===== src/rtl/fir_addr_gen.sv =====
// Address generator for the FIR sample delay line: circular write pointer
// plus a backward tap-address sweep starting at the newest sample.
module fir_addr_gen #(
    parameter int unsigned ADDR_W = 13,
    parameter int unsigned DEPTH  = 8192,
    parameter int unsigned TAP_W  = 7
) (
    input  logic              clk,
    input  logic              rst,
    input  logic              ld,
    input  logic [ADDR_W-1:0] ld_addr,
    input  logic              wr_adv,
    input  logic              start,
    input  logic [TAP_W-1:0]  taps,
    output logic [ADDR_W-1:0] wr_addr,
    output logic [ADDR_W-1:0] rd_addr,
    output logic              rd_valid,
    output logic              rd_last,
    output logic [TAP_W-1:0]  tap_idx,
    output logic              busy,
    output logic              done,
    output logic              err
);

    localparam logic [31:0]       DEPTH_V   = 32'(DEPTH);
    localparam logic [ADDR_W-1:0] LAST_ADDR = ADDR_W'(DEPTH - 1);

    typedef enum logic [1:0] {
        S_IDLE,
        S_RUN,
        S_DONE
    } state_e;

    state_e            state_q, state_d;
    logic [ADDR_W-1:0] wr_addr_q, wr_addr_d;
    logic [ADDR_W-1:0] rd_addr_q, rd_addr_d;
    logic [TAP_W-1:0]  tap_idx_q, tap_idx_d;
    logic [TAP_W-1:0]  ntaps_q, ntaps_d;
    logic              rd_valid_q, rd_valid_d;
    logic              rd_last_q, rd_last_d;
    logic              busy_q, busy_d;
    logic              done_q, done_d;
    logic              err_q, err_d;

    logic              ld_ok;
    logic              taps_ok;
    logic [ADDR_W-1:0] wr_inc;
    logic [ADDR_W-1:0] rd_dec;

    assign ld_ok   = 32'(ld_addr) < DEPTH_V;
    assign taps_ok = (taps != '0) && (32'(taps) <= DEPTH_V);
    assign wr_inc  = (wr_addr_q == LAST_ADDR) ? '0 : wr_addr_q + 1'b1;
    assign rd_dec  = (rd_addr_q == '0) ? LAST_ADDR : rd_addr_q - 1'b1;

    always_comb begin
        state_d   = state_q;
        wr_addr_d = wr_addr_q;
        rd_addr_d = rd_addr_q;
        tap_idx_d = tap_idx_q;
        ntaps_d   = ntaps_q;
        rd_last_d = 1'b0;
        done_d    = 1'b0;
        err_d     = 1'b0;

        unique case (state_q)
            S_IDLE, S_DONE: begin
                if (ld) begin
                    if (ld_ok) wr_addr_d = ld_addr;
                    else       err_d     = 1'b1;
                end else if (wr_adv) begin
                    wr_addr_d = wr_inc;
                end

                if (state_q == S_DONE) begin
                    state_d = S_IDLE;
                end else if (start) begin
                    if (taps_ok) begin
                        // base is the pointer after this cycle's ld/wr_adv
                        state_d   = S_RUN;
                        rd_addr_d = wr_addr_d;
                        tap_idx_d = '0;
                        ntaps_d   = taps;
                        rd_last_d = (taps == TAP_W'(1));
                    end else begin
                        err_d = 1'b1;
                    end
                end
            end

            S_RUN: begin
                if (ld || wr_adv) err_d = 1'b1;

                if (tap_idx_q == ntaps_q - TAP_W'(1)) begin
                    state_d = S_DONE;
                    done_d  = 1'b1;
                end else begin
                    rd_addr_d = rd_dec;
                    tap_idx_d = tap_idx_q + 1'b1;
                    rd_last_d = (tap_idx_q + TAP_W'(2) == ntaps_q);
                end
            end

            default: state_d = S_IDLE;
        endcase

        busy_d     = (state_d == S_RUN);
        rd_valid_d = (state_d == S_RUN);
    end

    always_ff @(posedge clk or posedge rst) begin
        if (rst) begin
            state_q    <= S_IDLE;
            wr_addr_q  <= '0;
            rd_addr_q  <= '0;
            tap_idx_q  <= '0;
            ntaps_q    <= '0;
            rd_valid_q <= 1'b0;
            rd_last_q  <= 1'b0;
            busy_q     <= 1'b0;
            done_q     <= 1'b0;
            err_q      <= 1'b0;
        end else begin
            state_q    <= state_d;
            wr_addr_q  <= wr_addr_d;
            rd_addr_q  <= rd_addr_d;
            tap_idx_q  <= tap_idx_d;
            ntaps_q    <= ntaps_d;
            rd_valid_q <= rd_valid_d;
            rd_last_q  <= rd_last_d;
            busy_q     <= busy_d;
            done_q     <= done_d;
            err_q      <= err_d;
        end
    end

    assign wr_addr  = wr_addr_q;
    assign rd_addr  = rd_addr_q;
    assign rd_valid = rd_valid_q;
    assign rd_last  = rd_last_q;
    assign tap_idx  = tap_idx_q;
    assign busy     = busy_q;
    assign done     = done_q;
    assign err      = err_q;

endmodule


===== config.mk =====
export PLATFORM = sky130hd
export DESIGN_NAME = fir_addr_gen
export DESIGN_NICKNAME = d
export VERILOG_FILES = /design/src/rtl/fir_addr_gen.sv
export SDC_FILE = /design/constraint.sdc
export NUM_CORES = 1
export LEC_CHECK = 0
export BUFFER_PORTS_ARGS = -buffer_cell sky130_fd_sc_hd__buf_2
export CAP_MARGIN = 15
export CORE_ASPECT_RATIO = 0.8
export CORE_MARGIN = 3
export CORE_UTILIZATION = 55
export CTS_CLUSTER_DIAMETER = 30
export DETAILED_ROUTE_END_ITERATION = 7
export PLACE_DENSITY = 0.85
export SLEW_MARGIN = 0
export SYNTH_ARGS = -nofsm -noshare
export SYNTH_HDL_FRONTEND = slang
export SYNTH_SLANG_ARGS = --single-unit

===== constraint.sdc =====
create_clock -name clk -period 2.9 [get_ports clk]
set_input_delay 0.58 -clock clk [delete_from_list [all_inputs] [get_ports clk]]
set_output_delay 0.58 -clock clk [all_outputs]
set_load 0.01 [all_outputs]

# --- Word level (Yosys, flattened, before mapping) ---
# Cells that the tools add are included.
classes:
  addsub: 5
  n_eq_ne: 11
  mux: 31
  n_bitwise: 1
  n_reduce_logical: 8
op_table:
  columns: ["op", "count"]
  rows:
  - ["13-bit 2-to-1 mux", 8]
  - ["7-bit 2-to-1 mux", 4]
  - ["13-bit one-hot mux with 2 select lines", 1]
  - ["7-bit == test", 2]
  - ["7-bit one-hot mux with 2 select lines", 1]
  - ["13-bit by 1-bit adder with 13-bit output (second input constant)", 1]
  - ["13-bit == test (second input constant)", 1]
  - ["13-bit logical NOT", 1]
  - ["13-bit by 1-bit subtractor with 13-bit output (second input constant)", 1]
  - ["1-bit 2-to-1 mux", 10]
  - ["2-bit 2-to-1 mux", 4]
  - ["2-bit inequality test (second input constant)", 4]
  - ["7-bit by 1-bit adder with 7-bit output (second input constant)", 1]
  - ["7-bit by 2-bit adder with 7-bit output (second input constant)", 1]
  - ["7-bit by 1-bit == test with 1-bit output (second input constant)", 1]
  - ["7-bit nonzero test", 1]
  - ["7-bit by 1-bit subtractor with 7-bit output (second input constant)", 1]
  - ["5-bit AND reduction", 1]
  - ["2-bit by 1-bit == test with 1-bit output (second input constant)", 2]
  - ["1-bit one-hot mux with 2 select lines", 2]
  - ["2-bit one-hot mux with 2 select lines", 1]
  - ["4-bit AND reduction", 1]
  - ["2-bit == test (second input constant)", 1]
  - ["2-bit logical NOT", 1]
  - ["other kinds (4)", 4]
word_totals:
  reg_bits: 46
  inputBits: 25
  output_inout_bits: 38
  word_cells: 65

# --- Depth between registers and ports, before layout ---
depth:
  word_depth: 8
  mapped_depth: 11
  depth_no_buf: 9

# --- Least setup slack after synthesis ---
# Ideal clock, no wire load.
synth_path:
  path_type: "input to register"
  start: "in taps[2]"
  end: "reg rd_addr_q[11], in the netlist rd_addr[11]"
  setup_ps: 125
  t_arrival_ps: 2340
  required_ps: 2775
  path_slack_ps: 435
  stages: 8
  n_path_buf: 2
  cell_sequence: "or4_4 o41a_1 buf_6 a31oi_1 and2_1 buf_6 inv_6 mux2_4"
synth_between:
  elab_chain_len: 3
synth_lines:
  columns: ["element", "line", "text"]
  rows:
  - ["start, declared", "14", "input logic [TAP_W-1:0] taps,"]
  - ["7-bit nonzero test", "51", "assign taps_ok = (taps != '0) && (32'(taps) <= DEPTH_V);"]
  - ["2-bit inequality test (no source line)", null, null]
  - ["5-bit AND reduction (no source line)", null, null]
  - ["end signal, assigned", "125", "rd_addr_q <= rd_addr_d;"]
  - ["end, declared", "36", "logic [ADDR_W-1:0] rd_addr_q, rd_addr_d;"]
# No other way between the ends.
# A chain may end at the register's enable or synchronous reset.

# --- Final worst setup path ---
layout_path:
  start: "reg ntaps_q[1]"
  end: "reg rd_addr_q[7], in the netlist rd_addr[7]"
layout_between:
  elab_chain_len: 4
layout_lines:
  columns: ["element", "line", "text"]
  rows:
  - ["start, declared", "38", "logic [TAP_W-1:0] ntaps_q, ntaps_d;"]
  - ["start signal, assigned", "127", "ntaps_q <= ntaps_d;"]
  - ["7-bit by 1-bit subtractor with 7-bit output", "93", "if (tap_idx_q == ntaps_q - TAP_W'(1)) begin"]
  - ["7-bit == test", "93", null]
  - ["2-bit inequality test (no source line)", null, null]
  - ["5-bit AND reduction (no source line)", null, null]
# No other way between the ends.

==> out/summary.md <==
Summed over all layers, the global routing overflow is 0. The pin slew with the least headroom to its limit was 0.729 ns; the total vias in the final route was 3326. The path class of the tightest hold or removal check is primary input to asynchronous set/reset pin. The largest net degree at the start of global routing was 39.

For this block, the routed nets add up to 8950 um of wire. The H-tree generated during clock tree synthesis spans 2 levels. Critical-path cell with the highest stage delay: or4_1. The net count of the finished layout is 475.

The post-place instance area was 3610 um2. The first global-routing pass estimated 14200 um of wire. The logs give 0.357 for the portion of the post-synthesis area used by sequential elements and 0.513 for the headroom to the max-slew limit.

For the worst setup path, the data required time is 3.10 ns. The run gives 0.580 as the starting density of the core. By area the synthesized netlist is led by dfrtp_1 (36%), o21ai_0 (6.4%), nand2_1 (4.9%). The leakage power is 0.00160 uW. The number of filler cells placed in the layout came out at 475.

A synthesized cell averages 8.25 um2. In this run the critical register-to-register path is launched from ntaps_q[1]. The cell sitting at the root of the clock tree is a clkbuf_8.

The combined global-route utilization of all metal layers came out at 0.260. The source of the critical timing path was ntaps_q[1]. TritonCTS built the clock tree.

The worst path buffer plus inverter count is 2, and the number of vias per cell is 6.36. Summed over all failing endpoints, the final setup total negative slack is 0 ns. The initial detailed-routing violation count is 323. The tools report the count of endpoints failing hold in the final timing report as 0.

During placement, the flow inserted port buffers numbering 62. The quantity of hold-fixing buffers added after cts was 0; the final critical-path share of the clock period was 0.932. The cell area power density is 317 nW/um2. The worst-path maximum fanout is 21, and the y dimension of the die is 74.5 um.

Timing would allow up to 370 MHz. The tools report the critical path launch point type as a register. The worst setup path is captured at a register. I/O pin count: 63.

Counting every instance in the synthesized netlist gives 391. In the final routed layout, each cell accounts on average for 17.1 um. During synthesis, Yosys emitted a total of 0 warnings. The arrival time at the worst endpoint is 2.90 ns, and the async set-or-reset flop fraction in the synthesized netlist is 1.00. Across the VDD grid, the largest voltage drop is 203 uV.

The post-synthesis cell area is 3220 um2, and the number of rows created at floorplan is 24. The fraction of final layout cells with drive strength greater than 1 came out at 0.202. The tools report the via count of the first global-routing pass as 2870. Counting every net in the synthesized netlist gives 421. The number of remaining DRC errors is 0. The run gives 5 as the length of the first detailed-routing pass in iterations.

At the end of routability-driven placement, the weighted congestion stood at 0.918. No sink is reached through more buffers than the 2 on the longest clock path. Gates resized during post-CTS repair numbered 0.

The clock-pin slew on the worst setup and hold paths was 0.09 ns. The number of antenna violations at the first check in global routing was 0. The area of the die is 6820 um2. The cell area after layout was 3690 um2.

The post-CTS setup buffer count was 0; the placed wire-length estimate after detailed placement was 6550 um. Kind of cell with the highest combined delay on the critical path: simple AND/OR/NAND/NOR gates. Setup violations remaining at the end of the flow were counted as 0.

The logs give 0 for the number of diodes and 0.31 ns for the source-to-sink clock delay at the later pin of the worst-skew pair. The die is 91.6 um wide. Walking the worst path, the cells encountered are inv_1 > ha_1 > xnor3_1 > and3_1 > o21ai_1 > a211oi_2 > buf_12 > or4_1 > a32o_1. Kind of critical path: register to register. The most used flip-flop cell after synthesis is dfrtp_1. The number of pins with negative max-slew slack in the final report was 0. In this run, synthesis produced a sequential element count of 46. The biggest area contributor in the post-synthesis netlist is dfrtp_1. For the max-capacitance violation count, the log shows 0. The count of unique library cells instantiated by Yosys came out at 61. The count of flip-flops with a built-in enable after synthesis works out to 0. The tools report the clock net sink count as 46. The run finished with clean final reports. The peak per-stage delay on the critical path came out at 0.50 ns. The growth of design area from synthesis to finish is 14.4%. Setup repair after global routing left no endpoint under its margin.

The area share of the leading cell type in the synthesized netlist is 0.357. In this run the remaining antenna-violating nets after routing total 0. The logs give 0.00836 ns for the worst-case clock skew and 5560 um2 for the area of the core region. The final design utilization came out at 0.664. Clock tree synthesis inserted a total of 5 buffers.

The time the worst path needs with I/O delays and setup came out at 2.70 ns.
## sequential cells by signal, indices dropped and copies added (netlist names)
| signal | flops |
|---|---|
| state_q | 2 |
| rd_addr | 13 |
| wr_addr | 13 |
| busy | 1 |
| ntaps_q | 7 |
| err | 1 |
| done | 1 |
| rd_last | 1 |
| tap_idx | 7 |
## synth_stat cells (all sizes together) (4+ instances only)
cell and number:
nor4 5, a21oi 26, or4 7, xor2 6, nand4 7, dfrtp 46, xnor2 18, clkbuf 19
inv 17, o21ai 42, mux2i 5, o31ai 6, a31oi 5, a221oi 4, nand2 42, buf 7
and2 6, nor2 27, or3 6, nand2b 4, o22ai 4, nor3 15, ha 5, nand3 12
## report_power, final
part	leakage [uW]	internal [uW]	total (uW)	switching [uW]
clock	0.0000438	162	386	223
combinational	0.00100	45.1	116	70.6
sequential	0.000554	651	668	17.4
## cell usage in the layout, fill, tap and decap left out, drive strengths merged, types with 4 or more instances in the layout
cell type  netlist  routed
nor3            15      15
xor2             6       6
ha               5       5
nand4            7       7
buf              7      73
nand2           42      42
or4              7       7
and2             6       6
nand3           12      12
a31oi            5       5
o22ai            4       4
inv             17      17
nor2            27      27
a21oi           26      26
xnor2           18      18
clkbuf          19       5
nand2b           4       4
o31ai            6       6
dfrtp           46      46
nor4             5       5
a221oi           4       4
o21ai           42      42
or3              6       6
mux2i            5       5
## layer usage
layer,track usage,wire [um],vias up,part of all wire
met4,0.0719,144,0,0.016
met5,0,0,-,0
met3,0.0475,864,17,0.097
li1,-,-,1542,-
met2,0.399,3990,189,0.45
met1,0.379,3950,1578,0.44
## stage by stage
stage / total power, uW / setup slack, ns / cells / hold slack, ns
6_report: 1170 / 0.199 / 523 / 0.386
2_1_floorplan: 744 / 0.435 / 391 / 0.436
3_5_place_dp: 796 / 0.228 / 516 / 0.486
5_1_grt: 1220 / 0.0900 / 523 / 0.447
4_1_cts: 1170 / 0.223 / 523 / 0.425
3_3_place_gp: 792 / 0.320 / 516 / 0.467
## cell families after synthesis
logic type,Yosys count,share of synthesized area
fa+ha+maj,5,0.0194
xor+xnor,25,0.0722
compound gates,119,0.239
simple gates,146,0.228
mux,7,0.0237
buf+inv,43,0.0605
flops,46,0.357
## path summary, 6_finish.rpt
| check | end | slack, ns | cells past startpoint |
|---|---|---|---|
| worst min register to register | err | 0.52 | 1 |
| worst max-delay path | rd_addr[7] | 0.20 | 9 |
| min in group clk | ntaps_q[4] | 0.48 | 3 |
| max in group asynchronous | rd_addr[5] | 1.90 | 3 |
| worst min-delay path | tap_idx[4] | 0.39 | 2 |
| worst max register to register | rd_addr[7] | 0.20 | 9 |
## area by class of cell
| class | instances | area (um2) | area share |
|---|---|---|---|
| multi-input combinational | 302 | 1890 | 0.511 |
| sequential | 46 | 1150 | 0.312 |
| clock buffer | 5 | 68.8 | 0.0187 |
| timing repair buffer | 73 | 405 | 0.110 |
| clock inverter | 2 | 10.0 | 0.00271 |
| tap | 78 | 97.6 | 0.0265 |
| inverter | 17 | 68.8 | 0.0187 |
Note: power is estimated with default switching activity, not from simulation.
